===== src/rtl/clk_meas_pkg.sv =====
// Shared types and constants for the clk_meas slow-clock period/duty meter.
package clk_meas_pkg;

  typedef enum logic [1:0] {
    IDLE    = 2'd0,
    ARM     = 2'd1,
    MEASURE = 2'd2
  } state_e;

  // Counters restart at 1 because the rise cycle itself is part of the new period.
  localparam int unsigned CNT_RST = 1;

endpackage


===== src/rtl/sync_edge_det.sv =====
// Multi-flop synchronizer for an asynchronous input plus registered-sample edge detection.
module sync_edge_det #(
  parameter int SYNC_STAGES = 2
) (
  input  logic clk,
  input  logic rst_n,
  input  logic async_in,
  output logic s,
  output logic rise,
  output logic fall
);

  logic [SYNC_STAGES-1:0] sync_p0;
  logic                   s_d;

  always_ff @(posedge clk or negedge rst_n) begin
    if (!rst_n) begin
      sync_p0 <= '0;
      s_d     <= 1'b0;
    end else begin
      sync_p0 <= {sync_p0[SYNC_STAGES-2:0], async_in};
      s_d     <= sync_p0[SYNC_STAGES-1];
    end
  end

  assign s    = sync_p0[SYNC_STAGES-1];
  assign rise = s & ~s_d;
  assign fall = ~s & s_d;

endmodule


===== src/rtl/clk_meas.sv =====
// Measures period and high time of a slow clock in system-clock cycles, with stall timeout.
module clk_meas
  import clk_meas_pkg::*;
#(
  parameter int          SYNC_STAGES = 2,
  parameter int          CNT_W       = 32,
  parameter int unsigned TIMEOUT     = 50000000
) (
  input  logic             clk,
  input  logic             rst_n,
  input  logic             en,
  input  logic             sig_in,
  output logic [CNT_W-1:0] period,
  output logic [CNT_W-1:0] high_time,
  output logic             valid,
  output logic             timeout
);

  localparam logic [CNT_W-1:0] TO_LIM  = CNT_W'(TIMEOUT);
  localparam logic [CNT_W-1:0] CNT_ONE = CNT_W'(CNT_RST);

  state_e           state, state_nxt;
  logic             s, rise, fall;
  logic [CNT_W-1:0] per_cnt, hi_cnt;
  logic             hi_run;
  logic             load, restart, clr, to_set;

  sync_edge_det #(
    .SYNC_STAGES(SYNC_STAGES)
  ) u_sync (
    .clk     (clk),
    .rst_n   (rst_n),
    .async_in(sig_in),
    .s       (s),
    .rise    (rise),
    .fall    (fall)
  );

  always_ff @(posedge clk or negedge rst_n) begin
    if (!rst_n) state <= IDLE;
    else        state <= state_nxt;
  end

  // A rise in the same cycle as the timeout threshold takes priority.
  always_comb begin
    state_nxt = state;
    load      = 1'b0;
    restart   = 1'b0;
    clr       = 1'b0;
    to_set    = 1'b0;
    if (!en) begin
      state_nxt = IDLE;
      clr       = 1'b1;
    end else begin
      case (state)
        IDLE: begin
          clr       = 1'b1;
          state_nxt = ARM;
        end
        ARM: begin
          if (rise) begin
            restart   = 1'b1;
            state_nxt = MEASURE;
          end else if (per_cnt >= TO_LIM) begin
            to_set = 1'b1;
            clr    = 1'b1;
          end
        end
        MEASURE: begin
          if (rise) begin
            load    = 1'b1;
            restart = 1'b1;
          end else if (per_cnt >= TO_LIM) begin
            to_set    = 1'b1;
            clr       = 1'b1;
            state_nxt = ARM;
          end
        end
        default: begin
          state_nxt = IDLE;
          clr       = 1'b1;
        end
      endcase
    end
  end

  // Counter stage
  always_ff @(posedge clk or negedge rst_n) begin
    if (!rst_n) begin
      per_cnt <= '0;
      hi_cnt  <= '0;
      hi_run  <= 1'b0;
    end else if (clr) begin
      per_cnt <= '0;
      hi_cnt  <= '0;
      hi_run  <= 1'b0;
    end else if (restart) begin
      per_cnt <= CNT_ONE;
      hi_cnt  <= CNT_ONE;
      hi_run  <= 1'b1;
    end else if (state == ARM) begin
      per_cnt <= per_cnt + CNT_ONE;
    end else if (state == MEASURE) begin
      per_cnt <= per_cnt + CNT_ONE;
      if (fall)             hi_run <= 1'b0;
      else if (hi_run && s) hi_cnt <= hi_cnt + CNT_ONE;
    end
  end

  // Result stage
  always_ff @(posedge clk or negedge rst_n) begin
    if (!rst_n) begin
      period    <= '0;
      high_time <= '0;
      valid     <= 1'b0;
      timeout   <= 1'b0;
    end else begin
      valid <= load;
      if (load) begin
        period    <= per_cnt;
        high_time <= hi_cnt;
        timeout   <= 1'b0;
      end else if (to_set) begin
        timeout <= 1'b1;
      end
    end
  end

endmodule


===== config.mk =====
export PLATFORM = sky130hd
export DESIGN_NAME = clk_meas
export DESIGN_NICKNAME = d
export VERILOG_FILES = /design/src/rtl/clk_meas_pkg.sv /design/src/rtl/sync_edge_det.sv /design/src/rtl/clk_meas.sv
export SDC_FILE = /design/constraint.sdc
export NUM_CORES = 1
export LEC_CHECK = 0
export ABC_AREA = 1
export CORE_MARGIN = 3
export CORE_UTILIZATION = 30
export DETAILED_ROUTE_END_ITERATION = 10
export MAX_ROUTING_LAYER = met4
export PLACE_DENSITY = 0.5
export SYNTH_ARGS = -nofsm -noshare
export SYNTH_HDL_FRONTEND = slang
export SYNTH_SLANG_ARGS = --single-unit

===== constraint.sdc =====
create_clock -name clk -period 4.3 [get_ports clk]
set_input_delay 0.43 -clock clk [delete_from_list [all_inputs] [get_ports clk]]
set_output_delay 0.43 -clock clk [all_outputs]
set_load 0.05 [all_outputs]

==> results of run 1 <==
-- cell type report --
class,instances,area [µm²]
sequential,136,3400
fill,2064,12600
inverter,82,308
tap,270,338
clock buffer,20,457
timing repair buffer,73,734
multi-input combinational,490,2440
clock inverter,12,125
-- cell families after synthesis --
| group | Yosys count | share of synthesized area (%) |
|---|---|---|
| DFF | 136 | 54.5 |
| xor gates and xnor gates | 15 | 2.10 |
| and+or+nand+nor | 357 | 26.6 |
| adders and majority gates | 6 | 1.20 |
| buffers and inverters | 103 | 6.69 |
| other | 1 | 0.0600 |
| AOI/OAI and AO/OA | 106 | 8.87 |
-- routing by layer --
| layer | global-route usage (%) | wire, µm | vias to the layer above |
|---|---|---|---|
| li1 | - | - | 2485 |
| met1 | 19.3 | 7080 | 2273 |
| met2 | 22.4 | 7090 | 87 |
| met3 | 3.28 | 597 | 10 |
| met4 | 4.12 | 150 | 0 |
| met5 | - | 0 | - |
-- registers in the layout (all words and copies together), names as in the netlist --
signal	count
period	32
valid	1
u_sync.s_d	1
hi_cnt	32
hi_run	1
state	2
per_cnt	32
u_sync.sync_p0	2
high_time	32
timeout	1
-- cell usage in the layout (no fill, tap or decap), drive strengths merged, types with 3 or more instances in the layout --
master / netlist / final
nor4: 3 / 3
nand3: 40 / 40
dfrtp: 136 / 136
nor3b: 3 / 3
buf: 13 / 5
clkinvlp: 0 / 3
clkinv: 2 / 8
o21ai: 68 / 68
nor3: 24 / 24
nor2: 88 / 88
a31oi: 4 / 4
a21oi: 28 / 28
nand2: 182 / 182
xor2: 14 / 14
clkbuf: 8 / 20
ha: 6 / 6
clkdlybuf4s50: 0 / 68
conb: 1 / 6
nand4: 15 / 15
inv: 80 / 81
-- metrics by stage --
step           setup slack, ns  area [µm²]  hold slack (ns)  power [mW]  utilization, %
6_report                  1.83        7810           0.0325        3.88            38.4
5_1_grt                   1.57        7810           0.0876        4.06            38.4
4_1_cts                   1.79        7810           0.0895        3.94            38.4
3_5_place_dp              1.46        7230            0.337        2.47            35.5
3_3_place_gp              1.53        7230            0.334        2.47            35.5
2_1_floorplan             2.58        6270            0.134        2.12               -
-- power by group through the flow --
| stage | Clock (mW) | Combinational, mW | Sequential, mW |
|---|---|---|---|
| floorplan | 0 | 0.124 | 2.00 |
| global placement | 0 | 0.941 | 1.53 |
| detailed placement | 0 | 0.945 | 1.53 |
| CTS | 1.48 | 0.948 | 1.51 |
| global route | 1.54 | 0.992 | 1.52 |
| finish | 1.44 | 0.935 | 1.50 |
-- final timing paths --
kind | slack [ns] | depth (start not counted) | start | to
setup / recovery | 1.83 | 11 | state[0] | hi_cnt[14]
hold / removal | 0.03 | 1 | rst_n | valid
setup reg to reg | 1.83 | 11 | state[0] | hi_cnt[14]
hold reg to reg | 0.35 | 0 | u_sync.sync_p0[0] | u_sync.sync_p0[1]
max in group asynchronous | 3.33 | 2 | rst_n | per_cnt[16]
min in group clk | 0.35 | 0 | u_sync.sync_p0[0] | u_sync.sync_p0[1]
==> results.py, run 1 <==
metrics = {
    "global_routing": {
        "overflow": 0,
        "antenna_found_initial": 0,
        "grt_pass1_vias": 4721,
        "grt_max_degree": 82,
        "grt.total_usage_pct": 14.5,
        "grt_pass1_wl_mm": 24.9,
    },
    "routing": {
        "wl_per_cell_um": 13.8,
        "drt-initial-drc-count": 283,
        "drt.antenna.violating_nets": 0,
        "drt-pass1-iter-count": 5,
        "num_vias": 4855,
        "via_per_inst": 4.48,
        "drc_errors": 0,
        "wl_mm": 14.9,
    },
    "cts": {
        "post_cts_buffers": 0,
        "cts_max_level": 4,
        "cts_buffers": 17,
        "hold_buffers": 0,
        "cts-root-buf": "clkbuf_16",
        "cts_tree": "yes",
        "clock_path_buffers": 2,
        "clk-insertion-delay-late_ns": 0.42,
        "cts.clk_slew.worst_paths_ns": 0.06,
        "post_cts_resized": 0,
        "clock-sinks": 136,
    },
    "floorplan": {
        "fp-row-count": 52,
        "die_height_um": 150,
        "coreArea_um2": 20400,
        "die_area_um2": 22600,
        "design.portCount": 70,
        "die_x_um": 150,
        "initial_utilization_pct": 30.7,
    },
    "placement": {
        "port_buffers": 69,
        "numPlacedInstances": 1051,
        "place.gp.congestion": 0.837,
        "hpwl_mm": 10.2,
    },
    "status": {
        "status": "complete, no violations",
    },
    "timing": {
        "layout_worst_path_cycle_share_pct": 57.5,
        "rsz0062_at_grt": "false",
        "fin_crit_ns": 2.47,
        "slew_headroom_pct": 47.6,
        "worst_pin_slew_ns": 0.785,
        "max_freq_mhz": 405,
        "setup_total_negative_slack_ns": 0,
        "maxSlewViolCount": 0,
        "fin_skew_ns": 0.00780,
        "final-hold-violation-count": 0,
        "setup_viol": 0,
    },
    "logic_synthesis": {
        "ys_types": 38,
        "async_flop_share_pct": 100,
        "synth-seq-area-share_pct": 54.5,
        "ys_ff_latch": 136,
        "synth_cells": 724,
        "synth_area_per_cell_um2": 8.63,
        "synth-edff-count": 0,
        "postSynth.topFlopCell": "dfrtp_1",
        "yosys-top-cells-count": "nand2_1 (176), dfrtp_1 (136), inv_1 (75)",
        "yosysTopAreaCell": "dfrtp_1",
        "synth_most_common_cell": "nand2_1",
        "yosysWarnings": 0,
        "synthesis.area_um2": 6250,
        "synth_top_area_share_pct": 54.5,
        "ys_top_cells_by_area": "dfrtp_1 (54%), nand2_1 (11%), inv_1 (4.5%)",
    },
    "finish": {
        "num_antenna_cells": 0,
        "nNetsFinal": 810,
        "areaGrowthSynthToFinish_pct": 25.0,
        "drive_above_1_share_pct": 9.84,
        "stdcell_count": 1083,
    },
    "setup_path": {
        "crit_top_cell": "inv_1",
        "critPathTopFamily": "simple AND/OR/NAND/NOR gates",
        "critPathBufInv": 4,
        "critPathMaxFanout": 11,
        "critPathCaptureType": "flip-flop",
        "start_kind": "flip-flop",
        "setup.worst_path.class": "reg2reg",
        "critPathArrivalTime_ns": 2.75,
        "max_stage_delay_ns": 0.50,
        "crit_path_top_delay_cell": "clkinv_1",
        "worstPathRequired_ns": 4.58,
        "path_cells": "inv_1 -> ha_1 -> inv_1 -> nor2_1 -> nand3_1 -> clkinv_1 -> nand2_1 -> inv_1 -> nand3_1 -> xor2_1 -> nor2_1",
    },
    "pwr": {
        "p_leak_nw": 3.29,
        "p_switching_mw": 1.29,
        "p_sw_share_pct": 33.2,
        "intPower_mw": 2.59,
        "power.share.clock_pct": 37.2,
        "p_comb_share_pct": 24.1,
        "pwr_density_cell_nw_per_um2": 497,
        "peakVddDrop_mv": 0.318,
        "pwr-share-seq_pct": 38.7,
    },
    "worst_hold_path": {
        "worstHoldPathType": "in2async",
    },
    "job": {
        "drv_cap": 0,
    },
}
Power figures use the tool's default switching activity.
==> run 2, diff against run 1 <==
PLACE_DENSITY = 0.52   (was 0.5)
clock period = 2.2 ns   (was 4.3 ns; I/O delays follow)
==> run 2 against run 1 <==
Combinational power grew 98%; sequential power grew 95%; routed wire length grew 1.8%; largest power group is now the clock network; count of clock-buffer cells in the layout shrank 2; clock power grew 120%; hold slack gained 0.23 ns; utilization grew 0.96 points; critical path depth shrank 2; critical path type unchanged; global-route usage grew 0.28 points; first-iteration DRC count grew 7.1%; die area is the same; clock skew is essentially flat.
==> results.py, run 2 (synthesis results as in run 1) <==
metrics = {
    "finish": {
        "utilization_pct": 39.3,
        "layout_commonest_cell": "nand2_1",
        "fillers": 2089,
        "areaGrowthSynthToFinish_pct": 28.2,
        "num_antenna_cells": 0,
        "layout_common_cells": "nand2_1 (176), dfrtp_1 (136), inv_1 (75)",
        "nNetsFinal": 823,
        "final_area_um2": 8010,
        "drive_above_1_share_pct": 11.4,
    },
    "setup_path": {
        "critPathArrivalTime_ns": 2.25,
        "critPathMaxFanout": 23,
        "critPathCaptureType": "flip-flop",
        "start_kind": "flip-flop",
        "setup.worst_path.class": "reg2reg",
        "worstPathRequired_ns": 2.50,
    },
    "pwr": {
        "pwr_density_cell_nw_per_um2": 995,
        "p_sw_share_pct": 32.1,
        "power.share.clock_pct": 40.0,
        "intPower_mw": 5.41,
        "pwr-share-seq_pct": 36.8,
        "peakVddDrop_mv": 0.589,
        "p_comb_share_pct": 23.2,
        "p_leak_nw": 3.38,
        "p_switching_mw": 2.56,
    },
    "timing": {
        "maxSlewViolCount": 0,
        "setup_total_negative_slack_ns": 0,
        "fin_skew_ns": 0.00809,
        "layout_worst_path_cycle_share_pct": 88.6,
        "fin_crit_ns": 1.95,
        "slew_headroom_pct": 63.8,
        "setup_ws_ns": 0.251,
        "setup_viol": 0,
        "worst_pin_slew_ns": 0.543,
        "holdWs_ns": 0.263,
        "max_freq_mhz": 513,
        "rsz0062_at_grt": "false",
        "final-hold-violation-count": 0,
    },
    "floorplan": {
        "coreArea_um2": 20400,
        "die_x_um": 150,
        "fp-row-count": 52,
        "initial_utilization_pct": 30.7,
        "die_area_um2": 22600,
        "design.portCount": 70,
        "die_height_um": 150,
    },
    "cts": {
        "cts_buffers": 17,
        "clk-insertion-delay-late_ns": 0.42,
        "cts_max_level": 4,
        "cts_tree": "yes",
        "clock-sinks": 136,
        "cts.clk_slew.worst_paths_ns": 0.06,
        "clock_path_buffers": 2,
        "post_cts_buffers": 0,
        "cts-root-buf": "clkbuf_16",
    },
    "global_routing": {
        "grt_max_degree": 59,
        "grt_pass1_wl_mm": 25.6,
        "grt.total_usage_pct": 14.8,
        "antenna_found_initial": 0,
        "overflow": 0,
        "grt_pass1_vias": 4948,
    },
    "routing": {
        "drt.antenna.violating_nets": 0,
        "num_vias": 4956,
        "drc_errors": 0,
        "via_per_inst": 4.52,
        "drt-initial-drc-count": 303,
        "wl_per_cell_um": 13.9,
        "wl_mm": 15.2,
        "drt-pass1-iter-count": 4,
    },
    "placement": {
        "dpl_cell_area_um2": 7330,
        "place_ws_ns": 0.124,
        "place.gp.congestion": 0.878,
        "hpwl_mm": 10.8,
        "port_buffers": 69,
    },
    "job": {
        "drv_cap": 0,
    },
    "status": {
        "status": "complete, no violations",
    },
    "worst_hold_path": {
        "worstHoldPathType": "in2reg",
    },
}
[run 2: cell count changes in the layout (fill, tap and decap cells not counted), moves of 2 or more]
cell / delta
bufinv_16: +3
clkinv_2: -3
buf_4: +11
inv_6: +2
[run 2: final cells by class]
| class | count | area (µm²) | area share (%) |
|---|---|---|---|
| repair buffers | 86 | 847 | 10.6 |
| flip-flops and latches | 136 | 3400 | 42.5 |
| well taps | 270 | 338 | 4.22 |
| multi-input cells | 490 | 2450 | 30.6 |
| inverters | 82 | 309 | 3.86 |
| clock buffers | 18 | 439 | 5.49 |
| clock inverters | 14 | 220 | 2.75 |
[run 2: power groups by stage]
stage	combinational, mW	clock (mW)	sequential, mW
2_1_floorplan	0.241	0	3.91
3_3_place_gp	1.86	0	2.98
3_5_place_dp	1.87	0	2.98
4_1_cts	1.87	3.25	2.94
5_1_grt	1.96	3.40	2.97
6_report	1.85	3.18	2.93
[run 2: path summary, 6_finish.rpt]
check / startpoint / cells after the start / slack [ns] / endpoint
min: sig_in / 1 / 0.26 / u_sync.sync_p0[0]
max: per_cnt[14] / 9 / 0.25 / hi_cnt[28]
max reg2reg: per_cnt[14] / 9 / 0.25 / hi_cnt[28]
min in group asynchronous: rst_n / 2 / 0.33 / valid
min reg2reg: u_sync.sync_p0[0] / 0 / 0.35 / u_sync.sync_p0[1]
max in group asynchronous: rst_n / 3 / 1.07 / period[0]
[run 2: critical path, stage by stage, from the launching register on]
cell	delay [ns]
dfrtp_1	0.42
nand2_1	0.12
nor2_2	0.23
o21ai_2	0.12
nor2_2	0.16
nor2_4	0.06
nand3_4	0.14
clkinv_2	0.33
nand4_1	0.16
o21ai_1	0.08
[run 2: repair_timing]
| action | CTS | global route |
|---|---|---|
| hold endpoints to repair | 54 | 0 |
| setup endpoints to repair | 0 | 5 |
| gates resized for setup | 0 | 2 |
| hold buffers | 1 | 0 |
[run 2: metal layers]
layer / wire length [µm] / track usage [%] / share of wire (%)
met1: 7370 / 20.0 / 49
met2: 7140 / 22.4 / 47
met3: 514 / 3.22 / 3.4
met4: 170 / 4.62 / 1.1
met5: 0 / - / 0
[run 2: per-stage QoR]
stage / instances / power, mW
global placement: 1063 / 4.84
detailed placement: 1063 / 4.85
floorplan: 729 / 4.15
finish: 1096 / 7.96
CTS: 1096 / 8.06
global route: 1096 / 8.33
==> run 3, diff against run 2 <==
CTS_CLUSTER_SIZE = 14   (was unset)
==> results of run 3 <==
The final DEF is identical to that of run 2; final timing and power are the same.
